**src/rtl/soc_ctrl_pkg.sv**
```systemverilog
// Shared SoC control definitions.
// Divider widths and the PLL sequencer state encoding.
package soc_ctrl_pkg;

  localparam int REF_DIV_BW = 4;
  localparam int FB_DIV_BW  = 12;

  typedef enum logic [2:0] {
    IDLE,
    GATE,
    RESET,
    PROG,
    LOCK_WAIT,
    UNGATE,
    RELEASE
  } pll_seq_state_e;

endpackage

```
**src/rtl/soc_pll_seq.sv**
```systemverilog
// Per-domain PLL retune sequencer: gate, reset, program, lock, ungate, release.
// Define SOC_PLL_SEQ_TIMEOUT_EN to bound LOCK_WAIT by LOCK_TIMEOUT cycles.
module soc_pll_seq #(
  parameter int REF_DIV_BW   = soc_ctrl_pkg::REF_DIV_BW,
  parameter int FB_DIV_BW    = soc_ctrl_pkg::FB_DIV_BW,
  parameter int SETTLE_CYC   = 16,
  parameter int LOCK_TIMEOUT = 4096,
  parameter int RST_REF_DIV  = 1,
  parameter int RST_FB_DIV   = 1
) (
  input  logic                  clk_i,
  input  logic                  arst_ni,
  input  logic                  req_i,
  input  logic [REF_DIV_BW-1:0] req_ref_div_i,
  input  logic [FB_DIV_BW-1:0]  req_fb_div_i,
  output logic                  busy_o,
  output logic                  done_o,
  output logic                  err_o,
  output logic [REF_DIV_BW-1:0] pll_ref_div_o,
  output logic [FB_DIV_BW-1:0]  pll_fb_div_o,
  input  logic                  pll_locked_i,
  output logic                  dom_clk_en_o,
  output logic                  dom_arst_n_o
);

  import soc_ctrl_pkg::*;

  localparam int CNT_W = $clog2(LOCK_TIMEOUT) + 1;

  localparam logic [CNT_W-1:0] SET_LD = CNT_W'(SETTLE_CYC - 1);
  localparam logic [CNT_W-1:0] LT_LD  = CNT_W'(LOCK_TIMEOUT - 1);
  localparam logic [CNT_W-1:0] BLANK_END =
    CNT_W'(LOCK_TIMEOUT - 1 - SETTLE_CYC);

  localparam logic [REF_DIV_BW-1:0] RST_REF = REF_DIV_BW'(RST_REF_DIV);
  localparam logic [FB_DIV_BW-1:0]  RST_FB  = FB_DIV_BW'(RST_FB_DIV);

  pll_seq_state_e state_q, state_d;

  logic [CNT_W-1:0]      cnt_q, cnt_d;
  logic [REF_DIV_BW-1:0] ref_cap_q, ref_cap_d;
  logic [FB_DIV_BW-1:0]  fb_cap_q, fb_cap_d;
  logic [REF_DIV_BW-1:0] ref_div_q, ref_div_d;
  logic [FB_DIV_BW-1:0]  fb_div_q, fb_div_d;
  logic                  clk_en_q, clk_en_d;
  logic                  rst_n_q, rst_n_d;
  logic                  busy_q, busy_d;
  logic                  done_q, done_d;
  logic                  err_q, err_d;

  logic req_ok;
  logic blank_done;

  assign req_ok = (req_ref_div_i != '0) && (req_fb_div_i != '0);
  // counter counts down from LT_LD, so elapsed >= SETTLE_CYC here
  assign blank_done = (cnt_q <= BLANK_END);

  always_comb begin
    state_d   = state_q;
    cnt_d     = (cnt_q != '0) ? cnt_q - CNT_W'(1) : cnt_q;
    ref_cap_d = ref_cap_q;
    fb_cap_d  = fb_cap_q;
    ref_div_d = ref_div_q;
    fb_div_d  = fb_div_q;
    clk_en_d  = clk_en_q;
    rst_n_d   = rst_n_q;
    err_d     = err_q;
    done_d    = 1'b0;

    unique case (state_q)
      IDLE: begin
        unique case (1'b1)
          (req_i && req_ok): begin
            ref_cap_d = req_ref_div_i;
            fb_cap_d  = req_fb_div_i;
            err_d     = 1'b0;
            clk_en_d  = 1'b0;
            cnt_d     = SET_LD;
            state_d   = GATE;
          end
          (req_i && !req_ok): begin
            err_d  = 1'b1;
            done_d = 1'b1;
          end
          default: ;
        endcase
      end
      GATE: begin
        if (cnt_q == '0) begin
          rst_n_d = 1'b0;
          cnt_d   = SET_LD;
          state_d = RESET;
        end
      end
      RESET: begin
        if (cnt_q == '0) begin
          state_d = PROG;
        end
      end
      PROG: begin
        ref_div_d = ref_cap_q;
        fb_div_d  = fb_cap_q;
        cnt_d     = LT_LD;
        state_d   = LOCK_WAIT;
      end
      LOCK_WAIT: begin
        if (blank_done && pll_locked_i) begin
          clk_en_d = 1'b1;
          cnt_d    = SET_LD;
          state_d  = UNGATE;
        end
`ifdef SOC_PLL_SEQ_TIMEOUT_EN
        else if (cnt_q == '0) begin
          err_d   = 1'b1;
          done_d  = 1'b1;
          state_d = IDLE;
        end
`endif
      end
      UNGATE: begin
        if (cnt_q == '0) begin
          rst_n_d = 1'b1;
          done_d  = 1'b1;
          state_d = RELEASE;
        end
      end
      RELEASE: begin
        state_d = IDLE;
      end
      default: begin
        state_d = IDLE;
      end
    endcase

    busy_d = (state_d != IDLE);
  end

  always_ff @(posedge clk_i or negedge arst_ni) begin
    if (!arst_ni) begin
      state_q   <= RESET;
      cnt_q     <= SET_LD;
      ref_cap_q <= RST_REF;
      fb_cap_q  <= RST_FB;
      ref_div_q <= RST_REF;
      fb_div_q  <= RST_FB;
      clk_en_q  <= 1'b0;
      rst_n_q   <= 1'b0;
      busy_q    <= 1'b1;
      done_q    <= 1'b0;
      err_q     <= 1'b0;
    end else begin
      state_q   <= state_d;
      cnt_q     <= cnt_d;
      ref_cap_q <= ref_cap_d;
      fb_cap_q  <= fb_cap_d;
      ref_div_q <= ref_div_d;
      fb_div_q  <= fb_div_d;
      clk_en_q  <= clk_en_d;
      rst_n_q   <= rst_n_d;
      busy_q    <= busy_d;
      done_q    <= done_d;
      err_q     <= err_d;
    end
  end

  assign busy_o        = busy_q;
  assign done_o        = done_q;
  assign err_o         = err_q;
  assign pll_ref_div_o = ref_div_q;
  assign pll_fb_div_o  = fb_div_q;
  assign dom_clk_en_o  = clk_en_q;
  assign dom_arst_n_o  = rst_n_q;

endmodule

```
**config.mk**
```make
export PLATFORM = sky130hd
export DESIGN_NAME = soc_pll_seq
export DESIGN_NICKNAME = d
export VERILOG_FILES = /design/src/rtl/soc_ctrl_pkg.sv /design/src/rtl/soc_pll_seq.sv
export SDC_FILE = /design/constraint.sdc
export NUM_CORES = 1
export LEC_CHECK = 0
export ABC_AREA = 1
export ABC_CLOCK_PERIOD_IN_PS = 4690
export BUFFER_PORTS_ARGS = -buffer_cell sky130_fd_sc_hd__buf_2
export CAP_MARGIN = 20
export CORE_MARGIN = 2
export CORE_UTILIZATION = 45
export CTS_CLUSTER_DIAMETER = 150
export CTS_CLUSTER_SIZE = 16
export DETAILED_ROUTE_END_ITERATION = 6
export PLACE_DENSITY_LB_ADDON = 0.05
export SETUP_SLACK_MARGIN = 0.15
export SLEW_MARGIN = 20
export SYNTH_ARGS = -nofsm -noshare
export SYNTH_HDL_FRONTEND = slang
export SYNTH_SLANG_ARGS = --single-unit
```
**constraint.sdc**
```tcl
create_clock -name clk_i -period 4.69 [get_ports clk_i]
set_input_delay 0.2345 -clock clk_i [delete_from_list [all_inputs] [get_ports clk_i]]
set_output_delay 0.2345 -clock clk_i [all_outputs]
set_load 0.01 [all_outputs]
```
==> results.env, run 1 <==
STATUS='complete, no violations'
FP.DIEAREA_UM2=6340
FLOW.AREA_GROWTH_FROM_SYNTHESIS_PCT=13.7
SWITCHING_SHARE=0.212
GRT_FIRST_PASS_WIRELENGTH_UM=9120
FINALSETUPVIOLATIONS=0
WORST_EP_ARRIVAL_TIME_NS=2.31
INITIAL_UTILIZATION=0.467
CLOCK_INSERTION_DELAY_WORST_SKEW_NS=0.31
POWER.IR.VDD_WORST_mV=0.185
OVERALL_TRACK_DEMAND_OVER_CAPACITY_IN_GLOBAL_ROUTING=0.186
POSTSYNTHCELLCOUNT=314
PWR_DENSITY_CELL_nW_PER_UM2=277
POST_SYNTH_MOST_FREQUENT_CELLS='nand2_1, dfrtp_1, inv_1'
TRITONCTS='built'
TIMING.CLOCK.SKEW_NS=0.00769
FP.DIEW_UM=79.6
YOSYSSEQAREASHARE=0.520
POWER.CLOCK.FRACTION=0.377
N_FILL_CELL=530
DRT-TOTAL-WL_UM=5150
SYNTH_NETS=337
WL_PER_CELL_UM=12.0
MAIN_FLOP_TYPE_AFTER_SYNTHESIS='dfrtp_1'
PLACEMENT.CELL_AREA_UM2=2820
WORST-PATH-MAX-FANOUT=12
FMAX_MHz=484
CTS_SINKS=53
INTERNAL_POWER_uW=638
NETLIST_AREA_UM2=2570
NUMBER_OF_GLOBAL_ROUTE_VIAS_BEFORE_REPAIR=1962
PERIOD_NEEDED_NS=2.06
FINAL_CRITICAL_PATH_SETUP_SLACK_NS=2.63
SYNTH_SEQ_CELLS=53
ROUTE.DETAILED.VIAS_PER_INST=4.74
SYNTH.TOP_CELLS.BY_AREA='dfrtp_1, nand2_1, dfstp_2, inv_1, nor2_1'
PIN_COUNT_OF_THE_BIGGEST_NET_ENTERING_GLOBAL_ROUTING=54
POST-SYNTH-TOP-COUNT-CELL='nand2_1'
FINAL_HOLD_VIOL_COUNT=0
P_TOTAL_uW=810
SEQPWRFRAC=0.581
DRTANTENNAVIOLNETS=0
REPORT.FINAL.SLEW_VIOL_COUNT=0
SYNTH.LARGEST_AREA_CELL='dfrtp_1'
RELSLEWSLACK=0.557
ROUTABILITYCONGESTION=0.787
FINALINSTANCEAREA_UM2=2930
POWER_FRAC_COMB=0.042
CRITPATHKIND='flop to flop'
POST-CTS-SETUP-BUFFER-COUNT=0
NUMBER_OF_SYNTHESIZED_FLOPS_WITH_AN_ENABLE_PIN=0
DRT_ITER0_DRC=136
NUMCTSBUFFERS=5
STARTPOINT_TYPE='flop'
ANTENNA_DIODE_COUNT=0
OVERFLOW_LEFT_AFTER_GLOBAL_ROUTING=0
CHIPHEIGHT_UM=79.6
DR.PASS1.ITERS=4
MAX-CAP-VIOLATIONS=0
CTS.HTREE.LEVELS=2
LAYOUT-DRIVE-GT1-SHARE=0.222
UTILIZATION=0.531
PLACE_WS_NS=2.64
PLACEABLECOREAREA_UM2=5510
DRC=0
IO_BUFFER_COUNT=40
WORST_SETUP_PATH_END_KIND='flop'
FIN_NETS=378
NETSW_uW=172
CRITICAL_PATH_REQUIRED_NS=4.93
SYNTH-ASYNC-RESET-RATIO=1.00
CTSHOLDBUFFERS=0
SYNTH_CELL_TYPES=31
TIMING.SETUP.TNS_NS=0
PLACEMENT_ROWS=27
CTS.REPAIR.RESIZED=0
MAX-CLOCK-PATH-BUFFERS=2
PROPORTION_OF_NETLIST_AREA_HELD_BY_THE_LARGEST_AREA_CONTRIBUTOR=0.418
CLOCKROOTBUFFER='clkbuf_8'
RSZ0062_AT_GRT='no'
NUMBER_OF_ANTENNA_VIOLATIONS_AT_THE_FIRST_CHECK_IN_GLOBAL_ROUTING=0
IO_PINS=41
SYNTH_WARNINGS=0
HOLD_PATH.CLASS='primary input to asynchronous set/reset pin'
VIAS=2027
LAYOUT_WORST_PATH_CYCLE_SHARE=0.440
AVERAGE_CELL_AREA_AFTER_SYNTHESIS_UM2=8.20
PLACE_HPWL_UM=3610
TIMING_WORST_SLEW_PIN_VALUE_NS=0.664
CLK_PIN_SLEW_WORST_PATHS_NS=0.09
CELLLEAKAGEPOWER_nW=1.60
stage by stage:
step	std cells	hold WS [ns]
detailed placement	420	0.398
global placement	420	0.402
finish	428	0.0424
CTS	428	0.0581
global route	428	0.101
floorplan	314	-0.0611
power by group through the flow:
stage	clock [mW]	sequential (mW)	combinational [mW]
after floorplan	0	0.479	0.0131
after global placement	0	0.479	0.0349
after detailed placement	0	0.479	0.0351
after CTS	0.314	0.471	0.0352
after global routing	0.333	0.472	0.0402
final	0.305	0.471	0.0339
cells in the final DEF (no fill, tap or decap), types with 2 or more instances in the layout:
cell type,count
nand2_1,115
dfrtp_1,43
buf_2,40
inv_1,35
nor2_1,29
o21ai_1,16
dfstp_2,10
nand3_1,9
xor2_1,6
inv_2,5
o21ai_0,5
clkbuf_8,5
nor2_2,4
nand2_2,3
nor2_4,3
nor3_1,3
nand4_1,3
ha_1,3
a21oi_2,2
nand3_4,2
path summary, 6_finish.rpt:
kind	start	endpoint	slack, ns	cells after the start
hold / removal	arst_ni	pll_fb_div_o[3]	0.04	2
hold reg to reg	pll_ref_div_o[0]	pll_ref_div_o[0]	0.47	2
max in group asynchronous	arst_ni	cnt_q[11]	4.21	2
min in group clk_i	req_fb_div_i[0]	fb_cap_q[0]	0.13	3
setup reg to reg	cnt_q[0]	cnt_q[0]	2.63	10
setup / recovery	cnt_q[0]	cnt_q[0]	2.63	10
flip-flops by register name, summed over array words and instances, names as in the netlist:
signal / count
pll_ref_div_o: 4
dom_clk_en_o: 1
done_o: 1
err_o: 1
fb_cap_q: 12
pll_fb_div_o: 12
state_q: 3
ref_cap_q: 4
dom_arst_n_o: 1
busy_o: 1
cnt_q: 13
final cells by class:
cell class	count	area, um2	area share
Timing Repair Buffer	41	208	0.0710
Clock buffer	6	72.6	0.0248
Tap cell	72	90.1	0.0308
Inverter	40	150	0.0513
Clock inverter	2	35.0	0.0120
Sequential cell	53	1340	0.458
Multi-Input combinational cell	214	1030	0.352
layer usage:
metal / vias to the layer above / track usage / wire length (um)
met3: 5 / 0.0441 / 216
met2: 41 / 0.296 / 2410
met5: - / 0 / 0
met4: 0 / 0.0552 / 55
li1: 1046 / - / -
met1: 935 / 0.252 / 2470
cell families after synthesis:
logic type | Yosys count | share of synthesized area
AO/OA/AOI/OAI | 31 | 0.0715
XOR/XNOR | 7 | 0.0238
adder cells (fa/ha/maj) | 3 | 0.0146
buffers and inverters | 47 | 0.0792
flip-flops | 53 | 0.520
AND/OR/NAND/NOR | 173 | 0.291
worst max-delay path, cell delays in order, from the launching register on:
cell and delay, ns:
dfstp_2 0.59, inv_1 0.07, ha_1 0.23, nand2_2 0.13, nor2_4 0.06, nand2_2 0.22
ha_1 0.30, a32oi_1 0.15, nand2_1 0.07, o22ai_1 0.12, inv_1 0.05
(Power assumes the default switching activity.)
==> run 2: changes to the inputs <==
--- a/config.mk
+++ b/config.mk
@@ -5,8 +5,8 @@
 export SDC_FILE = /design/constraint.sdc
 export NUM_CORES = 1
 export LEC_CHECK = 0
-export ABC_AREA = 1
-export ABC_CLOCK_PERIOD_IN_PS = 4690
+export ABC_AREA = 0
+export ABC_CLOCK_PERIOD_IN_PS = 1680
 export BUFFER_PORTS_ARGS = -buffer_cell sky130_fd_sc_hd__buf_2
 export CAP_MARGIN = 20
 export CORE_MARGIN = 2
==> constraint.sdc (replaced) <==
create_clock -name clk_i -period 1.68 [get_ports clk_i]
set_input_delay 0.084 -clock clk_i [delete_from_list [all_inputs] [get_ports clk_i]]
set_output_delay 0.084 -clock clk_i [all_outputs]
set_load 0.01 [all_outputs]
==> run 2 against run 1 <==
Against the previous run: the run now ends with setup timing left; critical path type unchanged; cell count fell by 19%; synthesized cell count is 38% lower; hold slack worse by 0.0081 ns; power rose to 2.7 times the previous value; first-iteration DRC count down 54%; wire length grew 2.8%; global-route usage decreased by 0.057 points; sequential power increased to 2.7 times the previous value; register-to-register slack got worse by 3.0 ns; critical path depth shrank 1; highest routed layer unchanged; final area is 13% higher; clock-buffer cell count unchanged.
==> results.env, run 2 <==
STATUS='finished with violations'
VIOLATIONS='setup timing'
CTS.HTREE.LEVELS=2
ANTENNA_DIODE_COUNT=0
WORST_SETUP_PATH_END_KIND='flop'
CTS_SINKS=53
FLOW.AREA_GROWTH_FROM_SYNTHESIS_PCT=34.9
MAIN_FLOP_TYPE_AFTER_SYNTHESIS='dfrtp_1'
TIMING.CRITICAL_PATH.DEPTH=9
CRITICAL-PATH-TOP-DELAY-FAMILY='simple AND/OR/NAND/NOR gates'
SYNTH-ASYNC-RESET-RATIO=1.00
MAX_STAGE_DELAY_NS=0.40
FINAL_CRITICAL_PATH_SETUP_SLACK_NS=-0.396
WORST-PATH-MAX-FANOUT=10
INITIAL_UTILIZATION=0.473
OVERFLOW_LEFT_AFTER_GLOBAL_ROUTING=0
UTILIZATION=0.637
NETLIST_AREA_UM2=2440
WL_PER_CELL_UM=15.2
HOLD_PATH.CLASS='primary input to flop'
PIN_COUNT_OF_THE_BIGGEST_NET_ENTERING_GLOBAL_ROUTING=54
VIAS=1797
LARGEST_REG_FLOPS=13
FINALSETUPVIOLATIONS=17
CELLLEAKAGEPOWER_nW=1.58
CRITICAL_PATH.SLOWEST_CELL='or3b_4'
SYNTH_SEQ_CELLS=53
CHIPHEIGHT_UM=77.7
CLOCK_INSERTION_DELAY_WORST_SKEW_NS=0.30
ROUTE.DETAILED.VIAS_PER_INST=5.16
SYNTH_CELL_TYPES=52
N_FILL_CELL=408
PLACEMENT_ROWS=26
POST-SYNTH-TOP-COUNT-CELL='dfrtp_1'
NUMCTSBUFFERS=5
GRT_FIRST_PASS_WIRELENGTH_UM=8860
REPORT.FINAL.SLEW_VIOL_COUNT=0
WORST_EP_ARRIVAL_TIME_NS=2.26
MAX-CLOCK-PATH-BUFFERS=2
FINAL_COMMON_CELL='dfrtp_1'
WORSTPATHBUFFERINVERTERCOUNT=3
SYNTH.LARGEST_AREA_CELL='dfrtp_1'
LAYOUT.CELLS.MOST_COMMON_LIST='dfrtp_1, buf_2, mux2_2, buf_4, dfstp_2'
SYNTH_NETS=217
LAYOUT_WORST_PATH_CYCLE_SHARE=1.24
NUMBER_OF_ANTENNA_VIOLATIONS_AT_THE_FIRST_CHECK_IN_GLOBAL_ROUTING=0
TIMING.SETUP.TNS_NS=-5.73
POST_SYNTH_MOST_FREQUENT_CELLS='dfrtp_1, mux2_2, o21ai_0'
DRTANTENNAVIOLNETS=0
SYNTH.TOP_CELLS.BY_AREA='dfrtp_1, mux2_2, dfstp_2, o21ai_0, ha_1'
CRITICAL_PATH_REQUIRED_NS=1.86
WHS_PATH_DEPTH=2
PLACEABLECOREAREA_UM2=5170
PROPORTION_OF_NETLIST_AREA_HELD_BY_THE_LARGEST_AREA_CONTRIBUTOR=0.440
PERIOD_NEEDED_NS=2.08
AVERAGE_CELL_AREA_AFTER_SYNTHESIS_UM2=12.6
FIN_NETS=300
SYNTH_WARNINGS=0
ROUTABILITYCONGESTION=0.840
LAYOUT-DRIVE-GT1-SHARE=0.601
MAX-CAP-VIOLATIONS=0
CRITPATHKIND='flop to flop'
IO_PINS=41
TIMING.REG2REG.WORST_PATH_DEPTH=9
RSZ0062_AT_GRT='yes'
BIGGEST_REGISTER='cnt_q'
TRITONCTS='built'
YOSYSSEQAREASHARE=0.548
CLK_PIN_SLEW_WORST_PATHS_NS=0.09
PWR_DENSITY_CELL_nW_PER_UM2=658
RELSLEWSLACK=0.559
OVERALL_TRACK_DEMAND_OVER_CAPACITY_IN_GLOBAL_ROUTING=0.185
NUMBER_OF_GLOBAL_ROUTE_VIAS_BEFORE_REPAIR=1843
DR.PASS1.ITERS=4
NUMBER_OF_SYNTHESIZED_FLOPS_WITH_AN_ENABLE_PIN=0
TIMING.CLOCK.SKEW_NS=0.00781
CLOCKROOTBUFFER='clkbuf_8'
STARTPOINT_TYPE='flop'
TIMING_WORST_SLEW_PIN_VALUE_NS=0.662
CRITICAL_PATH.CELL_CHAIN='inv_2 > ha_4 > or3b_4 > nor4_4 > buf_6 > o21ai_2 > a221oi_4 > buf_12 > o21ai_1'
DRT-TOTAL-WL_UM=5290
DRC=0
POWER.IR.VDD_WORST_mV=0.582
PLACE_HPWL_UM=3690
FMAX_MHz=482
POSTSYNTHCELLCOUNT=194
FINAL_HOLD_VIOL_COUNT=0
FP.DIEW_UM=77.7
FP.DIEAREA_UM2=6040
DRT_ITER0_DRC=62
IO_BUFFER_COUNT=40
==> run 2: changes by cell type after synthesis, sizes merged, moves of 6 or more <==
| cell | delta |
|---|---|
| mux2 | +33 |
| o21ai | -7 |
| nor2 | -28 |
| nand2 | -107 |
| nor4 | +6 |
| inv | -33 |
| nand3 | -8 |
==> run 2: area by class of cell <==
type,count,area (um2),area share
clock buffer,6,72.6,0.0220
clock inverter,2,35.0,0.0106
inverter,7,28.8,0.00873
multi-input combinational,125,1110,0.337
sequential,53,1340,0.406
tap,70,87.6,0.0266
timing repair buffer,85,621,0.188
==> run 2: where the power goes <==
part | total [mW] | switching [mW] | internal (mW)
logic | 0.0597 | 0.0388 | 0.0209
registers | 1.28 | 0 | 1.28
clock network | 0.833 | 0.390 | 0.442
total | 2.17 | 0.429 | 1.74
==> run 2: kinds of logic after synthesis <==
kind of cell	synth area share
AOI/OAI and AO/OA	0.101
xor gates and xnor gates	0.0107
adders and majority gates	0.0154
buffers and inverters	0.0440
DFF	0.548
muxes	0.156
and+or+nand+nor	0.125
==> run 2: final timing paths <==
check                                startpoint      endpoint  slack, ns
worst max-delay path                   cnt_q[0]      cnt_q[4]      -0.40
worst min-delay path            req_fb_div_i[3]   fb_cap_q[3]       0.03
worst max register to register         cnt_q[0]      cnt_q[4]      -0.40
worst min register to register     dom_clk_en_o  dom_clk_en_o       0.49
max in group asynchronous               arst_ni    state_q[2]       0.77
min in group asynchronous               arst_ni      cnt_q[6]       0.42
==> run 2: timing repair <==
action,in CTS,in global routing
hold buffers,1,0
setup endpoints to repair,18,48
setup buffers,4,3
gates resized for setup,25,12
pin swaps,4,11
hold endpoints to repair,43,0
==> run 2: worst register-to-register path: stages, from the launching register on <==
cell      delay [ns]
dfstp_2         0.38
inv_2           0.07
ha_4            0.13
or3b_4          0.40
nor4_4          0.28
buf_6           0.17
o21ai_2         0.07
a221oi_4        0.22
buf_12          0.17
o21ai_1         0.07
==> run 2: through the flow <==
| step | power [mW] | worst slack, ns | hold slack [ns] | std cells | instance area [um2] |
|---|---|---|---|---|---|
| floorplan | 1.30 | -0.468 | -0.212 | 194 | 2480 |
| global placement | 1.36 | -0.367 | 0.225 | 332 | 2980 |
| detailed placement | 1.36 | -0.426 | 0.248 | 332 | 2980 |
| CTS | 2.20 | -0.374 | 0.0212 | 345 | 3230 |
| global route | 2.27 | -0.479 | 0.0181 | 348 | 3300 |
| finish | 2.17 | -0.396 | 0.0343 | 348 | 3300 |
==> run 2: per-layer routing <==
| layer | global-route usage | wire length [um] | vias to the layer above | share of wire |
|---|---|---|---|---|
| met2 | 0.316 | 2690 | 40 | 0.51 |
| li1 | - | - | 880 | - |
| met5 | 0 | 0 | - | 0 |
| met3 | 0.0360 | 186 | 5 | 0.035 |
| met1 | 0.240 | 2370 | 872 | 0.45 |
| met4 | 0.0500 | 40 | 0 | 0.0076 |
==> run 3: changes to the inputs <==
--- a/config.mk
+++ b/config.mk
@@ -10,7 +10,7 @@
 export BUFFER_PORTS_ARGS = -buffer_cell sky130_fd_sc_hd__buf_2
 export CAP_MARGIN = 20
 export CORE_MARGIN = 2
-export CORE_UTILIZATION = 45
+export CORE_UTILIZATION = 50
 export CTS_CLUSTER_DIAMETER = 150
 export CTS_CLUSTER_SIZE = 16
 export DETAILED_ROUTE_END_ITERATION = 6
==> run 3 against run 2 <==
Against the previous run: cell count is the same; the flow still finishes with violations (setup timing); combinational power shrank 0.8%; worst setup slack lost 0.0097 ns; sequential share of layout area is 0.32 points lower; core utilization is 6.6 points higher; wire length up 6.9%; first-iteration DRC count increased by 42%; hold slack worse by 0.010 ns; clock skew is 0.0080 ns higher; global-route usage increased by 2.5 points; sequential power barely moved.
==> results.env, run 3 (synthesized netlist as in run 2, its figures left out) <==
RSZ0062_AT_GRT='yes'
LAYOUT-DRIVE-GT1-SHARE=0.609
NUMBER_OF_ANTENNA_VIOLATIONS_AT_THE_FIRST_CHECK_IN_GLOBAL_ROUTING=0
VIAS=1896
CLK_PIN_SLEW_WORST_PATHS_NS=0.10
DRC=0
LAYOUT.CELLS.MOST_COMMON_LIST='dfrtp_1, buf_2, buf_4'
POWER.IR.VDD_WORST_mV=0.644
ANTENNA_DIODE_COUNT=0
FINAL_HOLD_VIOL_COUNT=0
CRITICAL_PATH.SLOWEST_CELL='dfstp_2'
CHIPHEIGHT_UM=73.9
DRTANTENNAVIOLNETS=0
STARTPOINT_TYPE='flop'
HOLD_PATH.CLASS='primary input to flop'
ROUTE.DETAILED.VIAS_PER_INST=5.45
WORST-PATH-MAX-FANOUT=5
ROUTABILITYCONGESTION=0.890
CRITICAL_PATH.CELL_CHAIN='buf_6 > ha_1 > and4b_1 > a21oi_2 > o211ai_1 > a221oi_4 > buf_6 > o21ai_1'
PERIOD_NEEDED_NS=2.09
DRT-TOTAL-WL_UM=5660
TIMING_WORST_SLEW_PIN_VALUE_NS=0.652
CRITICAL-PATH-TOP-DELAY-FAMILY='compound AO/OA/AOI/OAI gates'
GRT_FIRST_PASS_WIRELENGTH_UM=8710
WL_PER_CELL_UM=16.3
CRITPATHKIND='flop to flop'
DRT_ITER0_DRC=88
WORSTPATHBUFFERINVERTERCOUNT=2
CLOCK_INSERTION_DELAY_WORST_SKEW_NS=0.31
PIN_COUNT_OF_THE_BIGGEST_NET_ENTERING_GLOBAL_ROUTING=54
FMAX_MHz=479
DR.PASS1.ITERS=4
IO_PINS=41
INSTANCES_NO_FILL=348
NUMCTSBUFFERS=5
OVERFLOW_LEFT_AFTER_GLOBAL_ROUTING=0
LARGEST_REG_FLOPS=13
PLACE_HPWL_UM=3710
TIMING.CLOCK.SKEW_NS=0.0158
MAX-CLOCK-PATH-BUFFERS=2
MAX-CAP-VIOLATIONS=0
FINALSETUPVIOLATIONS=18
VIOLATIONS='setup timing'
WORST_EP_ARRIVAL_TIME_NS=2.28
CRIT_PATH_TOP_CELL_BY_COUNT='buf_6'
FP.DIEAREA_UM2=5460
FP.DIEW_UM=73.9
CELLLEAKAGEPOWER_nW=1.59
NUMBER_OF_GLOBAL_ROUTE_VIAS_BEFORE_REPAIR=1879
FLOW.AREA_GROWTH_FROM_SYNTHESIS_PCT=35.9
RELSLEWSLACK=0.565
FINAL_COMMON_CELL='dfrtp_1'
PLACEMENT_ROWS=25
FINAL_CRITICAL_PATH_SETUP_SLACK_NS=-0.406
PLACEABLECOREAREA_UM2=4720
LAYOUT_WORST_PATH_CYCLE_SHARE=1.24
CTS_SINKS=53
POST-PLACE-CELLS=326
MAX_STAGE_DELAY_NS=0.57
CTS.HTREE.LEVELS=2
BIGGEST_REGISTER='cnt_q'
IO_BUFFER_COUNT=40
CRITICAL_PATH_REQUIRED_NS=1.87
REPORT.FINAL.SLEW_VIOL_COUNT=0
TRITONCTS='built'
WORST_SETUP_PATH_END_KIND='flop'
STATUS='finished with violations'
OVERALL_TRACK_DEMAND_OVER_CAPACITY_IN_GLOBAL_ROUTING=0.211
FIN_NETS=303
INITIAL_UTILIZATION=0.518
P_TOTAL_mW=2.09
CLOCKROOTBUFFER='clkbuf_8'
PWR_DENSITY_CELL_nW_PER_UM2=629
## run 3: path summary, 6_finish.rpt
check                      slack (ns)  depth (start not counted)              from      endpoint
hold reg to reg                  0.50                          2      dom_clk_en_o  dom_clk_en_o
min in group asynchronous        0.41                          3           arst_ni      cnt_q[5]
setup reg to reg                -0.41                          8          cnt_q[0]     cnt_q[10]
setup / recovery                -0.41                          8          cnt_q[0]     cnt_q[10]
max in group asynchronous        0.82                          3           arst_ni    state_q[0]
hold / removal                   0.02                          2  req_ref_div_i[1]  ref_cap_q[1]
## run 3: final cells by class
class / count / area (um2)
well taps: 67 / 83.8
fillers: 340 / 1400
clock buffers: 7 / 86.3
clock inverters: 1 / 7.51
repair buffers: 88 / 656
flip-flops and latches: 53 / 1340
multi-input cells: 125 / 1120
inverters: 7 / 28.8
## run 3: what timing repair did
item / 4_1_cts / 5_1_grt
gates resized for setup: 22 / 24
buffers inserted: 4 / 6
hold endpoints to repair: 43 / 0
gates cloned: 0 / 3
setup endpoints to repair: 46 / 43
pin swaps: 8 / 8
hold buffers: 1 / 0
## run 3: per-layer routing
| metal | global-route usage | vias to the layer above | wire, um |
|---|---|---|---|
| li1 | - | 875 | - |
| met1 | 0.273 | 948 | 2370 |
| met2 | 0.347 | 61 | 2900 |
| met3 | 0.0480 | 12 | 260 |
| met4 | 0.0747 | 0 | 133 |
| met5 | 0 | - | 0 |
## run 3: power breakdown
part / internal (mW) / switching [mW] / total (mW)
logic: 0.0209 / 0.0383 / 0.0592
clock network: 0.336 / 0.418 / 0.753
registers: 1.28 / 0 / 1.28
## run 3: metrics by stage
step	utilization	setup TNS (ns)	setup slack [ns]	hold WS, ns	cell area, um2
2_1_floorplan	-	-6.13	-0.468	-0.212	2480
3_3_place_gp	0.618	-5.60	-0.372	0.226	2920
3_5_place_dp	0.618	-6.38	-0.406	0.246	2920
4_1_cts	0.661	-5.11	-0.373	0.0105	3120
5_1_grt	0.704	-7.13	-0.481	0.0152	3320
6_report	0.704	-5.69	-0.406	0.0242	3320
